[config.mk]
export PLATFORM = sky130hd
export DESIGN_NAME = sshr_result_stage
export DESIGN_NICKNAME = d
export VERILOG_FILES = /design/src/rtl/sshr_result_stage_pkg.sv /design/src/rtl/sshr_result_stage_flag_gen.sv /design/src/rtl/sshr_result_stage.sv
export SDC_FILE = /design/constraint.sdc
export NUM_CORES = 1
export LEC_CHECK = 0
export CORE_ASPECT_RATIO = 1.4
export CORE_MARGIN = 4
export CORE_UTILIZATION = 49
export DETAILED_ROUTE_END_ITERATION = 6
export PLACE_DENSITY = 0.81
export SLEW_MARGIN = 20
export SYNTH_ARGS = -nofsm -noshare
export SYNTH_HDL_FRONTEND = slang
export SYNTH_SLANG_ARGS = --single-unit
export TNS_END_PERCENT = 20
[constraint.sdc]
create_clock -name Clk -period 4.4 [get_ports Clk]
set_input_delay 0.66 -clock Clk [delete_from_list [all_inputs] [get_ports Clk]]
set_output_delay 0.66 -clock Clk [all_outputs]
set_load 0.005 [all_outputs]
[src/rtl/sshr_result_stage_pkg.sv]
// Shared types for the signed-shift-right result stages.
// State encoding and the buffered entry layout.
package sshr_result_stage_pkg;

    localparam int unsigned SSHR_DW = 8;
    localparam int unsigned SSHR_FLAG_BITS = 3;

    typedef enum logic [1:0] {
        EMPTY = 2'd0,
        ONE   = 2'd1,
        FULL  = 2'd2
    } sshr_state_t;

    // Entry at the default result width; stages with another width
    // declare the same layout locally from their own parameter.
    typedef struct packed {
        logic [SSHR_DW-1:0] d;
        logic               neg;
        logic               zero;
        logic               sat;
    } sshr_entry_t;

endpackage

[src/rtl/sshr_result_stage_flag_gen.sv]
// Status flags for a signed-shift-right result.
// The shift amount is treated as unsigned.
module sshr_flag_gen #(
    parameter int unsigned DATAWIDTH = 8
) (
    input  logic [DATAWIDTH-1:0] in_d,
    input  logic [DATAWIDTH-1:0] in_sh_amt,
    output logic                 out_neg,
    output logic                 out_zero,
    output logic                 out_sat
);

    // One extra bit so DATAWIDTH itself is always representable.
    localparam logic [DATAWIDTH:0] SAT_LIMIT = (DATAWIDTH+1)'(DATAWIDTH);

    assign out_neg  = in_d[DATAWIDTH-1];
    assign out_zero = (in_d == '0);
    assign out_sat  = ({1'b0, in_sh_amt} >= SAT_LIMIT);

endmodule

[src/rtl/sshr_result_stage.sv]
// Elastic 2-entry skid stage after the signed-shift-right datapath.
// Optional transfer counter: define SSHR_STAGE_CNT_EN.
module sshr_result_stage
    import sshr_result_stage_pkg::*;
#(
    parameter int unsigned DATAWIDTH = 8
`ifdef SSHR_STAGE_CNT_EN
    ,
    parameter int unsigned CNTWIDTH  = 16
`endif
) (
    input  logic                 Clk,
    input  logic                 Rst,
    input  logic                 in_valid,
    output logic                 in_ready,
    input  logic [DATAWIDTH-1:0] in_d,
    input  logic [DATAWIDTH-1:0] in_sh_amt,
    output logic                 out_valid,
    input  logic                 out_ready,
    output logic [DATAWIDTH-1:0] out_d,
    output logic                 out_neg,
    output logic                 out_zero,
    output logic                 out_sat
`ifdef SSHR_STAGE_CNT_EN
    ,
    output logic [CNTWIDTH-1:0]  out_xfer_cnt
`endif
);

    typedef struct packed {
        logic [DATAWIDTH-1:0] d;
        logic                 neg;
        logic                 zero;
        logic                 sat;
    } entry_t;

    sshr_state_t r_state;
    entry_t      r_main;
    entry_t      r_skid;
    entry_t      w_entry;
    logic        w_in_xfer;
    logic        w_out_xfer;

    sshr_flag_gen #(
        .DATAWIDTH (DATAWIDTH)
    ) u_flags (
        .in_d      (in_d),
        .in_sh_amt (in_sh_amt),
        .out_neg   (w_entry.neg),
        .out_zero  (w_entry.zero),
        .out_sat   (w_entry.sat)
    );

    assign w_entry.d  = in_d;
    assign in_ready   = (r_state != FULL);
    assign out_valid  = (r_state != EMPTY);
    assign w_in_xfer  = in_valid & in_ready;
    assign w_out_xfer = out_valid & out_ready;

    assign out_d      = r_main.d;
    assign out_neg    = r_main.neg;
    assign out_zero   = r_main.zero;
    assign out_sat    = r_main.sat;

    // Skid FSM: main feeds the consumer, skid absorbs one extra entry.
    always_ff @(posedge Clk or negedge Rst) begin
        if (!Rst) begin
            r_state <= EMPTY;
            r_main  <= '0;
            r_skid  <= '0;
        end else begin
            unique case (r_state)
                EMPTY: begin
                    if (w_in_xfer) begin
                        r_main  <= w_entry;
                        r_state <= ONE;
                    end
                end
                ONE: begin
                    if (w_in_xfer && w_out_xfer) begin
                        r_main  <= w_entry;
                    end else if (w_in_xfer) begin
                        r_skid  <= w_entry;
                        r_state <= FULL;
                    end else if (w_out_xfer) begin
                        r_state <= EMPTY;
                    end
                end
                FULL: begin
                    if (w_out_xfer) begin
                        r_main  <= r_skid;
                        r_state <= ONE;
                    end
                end
                default: r_state <= EMPTY;
            endcase
        end
    end

`ifdef SSHR_STAGE_CNT_EN
    logic [CNTWIDTH-1:0] r_cnt;

    // Count output transfers, wrapping naturally at full scale.
    always_ff @(posedge Clk or negedge Rst) begin
        if (!Rst) begin
            r_cnt <= '0;
        end else if (w_out_xfer) begin
            r_cnt <= r_cnt + CNTWIDTH'(1);
        end
    end

    assign out_xfer_cnt = r_cnt;
`endif

endmodule

==> impl_metrics.csv <==
group,metric,value,unit
status,status,"complete, no violations",
floorplanning,dieArea,0.00311,mm^2
cts,cts_hold_buf,0,
min_path,hold_path_end,"r_skid[4]",
flow_run,maxCapViolCount,0,
setup_path,cpLargestDelayFamily,"buffers and inverters",
global_routing,grt_pass1_wl,3.17,mm
timing,final-hold-violation-count,0,
timing,worst_pin_slew,0.914,ns
global_routing,grt_antenna_before_repair,0,
cts,cts_tree,"done",
drt,final_antenna_net_count,0,
setup_path,crit_fanout,9,
layout,final_area,0.00146,mm^2
setup_path,path_class,"flop to primary output",
timing,period_needed,2.28,ns
synth,synth_area,0.00111,mm^2
global_routing,grt_pass1_vias,743,
floorplanning,core_area,0.00218,mm^2
floorplanning,placementRows,20,
pwr,vdd_drop_max,334,uV
synth,ys.warnings.count,0,
cts,cts_made_buffers,3,
global_routing,grt_max_degree,23,
timing,skew,0.0190,ns
cts,cts_resized,0,
placed_design,dp_hpwl,1.49,mm
drt,drtIter0Drc,13,
timing,maxSlewHeadroom,38.9,%
cts,clockBufferDepth,2,
drt,first_pass_iters,4,
setup_path,r2r_cells,4,
cts,root_buffer,"clkbuf_4",
layout,synthToLayoutAreaGrowth,31.2,%
synth,synth_cell_types,24,
timing,fmax,438,MHz
min_path,hold_depth,1,
cts,cts.sinks,22,
setup_path,worstReg2RegStart,"r_state[1]",
setup_path,path_buf_inv,2,
floorplanning,die_w,48.3,um
timing,fin_crit_sh,51.8,%
timing,maxSlewViolCount,0,
cts,path_clk_slew,0.13,ns
pwr,leakagePower,0.617,nW
cts,insertion_delay,0.32,ns
timing,rsz0062_at_grt,"false",
setup_path,required,3.74,ns
cts,htreeDepth,1,
drt,wirelength,1.89,mm
floorplanning,io-pin-count,33,
timing,finalSetupViolations,0,
layout,num_antenna_cells,0,
cts,cts_setup_buffers,0,
layout,drive_gt1_share,32.4,%
min_path,hp-start,"r_skid[4]",
synth,seq_area_frac_synth,49.4,%
drt,wl_per_cell,14.5,um
placed_design,finalWeightedCongestion,0.677,
synth,synthesis.nets,97,
global_routing,gr-total-overflow,0,
min_path,hp-class,"flop to flop",
setup_path,crit_arrival,1.62,ns
setup_path,reg2reg_slack,2.80,ns
synth,synthCells,77,
floorplanning,start_util,51.2,%
placed_design,port_buffers,29,
pwr,power_density,479,mW/mm^2
setup_path,end_kind,"primary output",
timing,tns,0,ns
drt,viasPerCell,5.45,
setup_path,timing.rr.end,"out_d[6]",
pwr,p_total,0.700,mW
synth,synth.avg_cell_area,14.5,um^2
timing,holdWs,0.517,ns
layout,nNetsFinal,129,
floorplanning,die_h,64.4,um
setup_path,startpoint_type,"flop",
global_routing,track_usage,13.3,%
synth,ys_ff_latch,22,
setup_path,slowest_stage,"clkdlybuf4s50_1",
drt,vias,708,
setup_path,critPathMaxStageDelay,0.52,ns
placed_design,place_area,0.00141,mm^2
drt,drc,0,
setup_path,cp_cell_sequence,"nor2b_1 > inv_1 > clkdlybuf4s50_1",
==> worst max-delay path by stage <==
stage                      to  startpoint  cells past startpoint  slack (ns)
floorplan           r_skid[3]   out_ready                      3        2.85
global placement     out_d[6]    in_valid                      4        2.20
detailed placement   out_d[6]    in_valid                      4        2.16
CTS                  in_ready  r_state[1]                      3        2.11
global route         in_ready  r_state[1]                      3        2.03
finish               in_ready  r_state[1]                      3        2.12
==> sequential cells by signal (all words and copies together), names as in the netlist <==
register,count
r_state,2
out_d,8
out_sat,1
out_zero,1
r_skid,10
==> area by class of cell <==
class                   count  area (um^2)
clock buffers               3         22.5
clock inverters             1         30.0
fillers                   165          714
inverters                   3         11.3
multi-input cells          49          523
flip-flops and latches     22          551
well taps                  22         27.5
repair buffers             30          298
==> cell families (layout without fill, tap and decap cells) <==
family          Yosys count  count (layout)  share of synthesized area, %
simple gates             15              15                          9.76
xor+xnor                  1               1                         0.786
buf+inv                   6              37                          3.70
compound gates            7               7                          4.49
mux                      26              26                          31.9
flops                    22              22                          49.4
==> where the power goes <==
group	switching, mW	internal, mW
clock	0.0617	0.0922
sequential	0.0403	0.269
combinational	0.0665	0.170
total	0.168	0.532
==> worst register-to-register path, cell delays in order (launching register included) <==
cell	delay (ns)
dfrtp_1	0.48
nor2b_1	0.20
buf_4	0.22
mux2_4	0.32
mux2_4	0.25
==> cells in the final DEF, fill, tap and decap left out, types with 2 or more instances in the layout <==
cell	instances
clkdlybuf4s50_1	29
mux2_2	8
clkbuf_4	3
mux2_4	17
dfrtp_1	22
inv_1	3
o21ai_0	2
nand3b_1	2
nor2_1	2
a31oi_1	3
nor4_1	2
==> synth_stat cells <==
cell	instances	area share, %
a21oi_1	1	0.45
a31oi_1	3	1.7
nor2b_1	1	0.56
nor2b_2	1	0.79
nor2_1	2	0.67
dfrtp_1	22	49
nor3b_1	1	0.67
mux2_4	17	23
or2_2	1	0.56
and3b_1	1	0.79
mux2i_1	1	0.90
nand3_1	1	0.45
and4bb_2	1	1.1
nand3b_1	2	1.3
mux2_2	8	8.1
o21ai_0	2	0.90
buf_4	1	0.67
buf_6	2	2.0
xnor2_1	1	0.79
nor4_1	2	1.1
inv_1	3	1.0
nor3_1	1	0.45
o21ai_4	1	1.5
nand2b_4	1	1.2
==> layer usage <==
layer,GRT usage [%],vias to the layer above,wire [um]
li1,-,339,-
met1,12.9,345,723
met2,24.5,20,1050
met3,2.53,4,79
met4,9.00,0,41
met5,0,-,0
==> per-stage QoR <==
stage               util [%]  setup slack (ns)  std cells
floorplan                  -              2.85         77
global placement        64.8              2.20        126
detailed placement      64.8              2.16        126
CTS                     67.2              2.11        130
global route            67.2              2.03        130
finish                  67.2              2.12        130
Power figures use the tool's default switching activity.
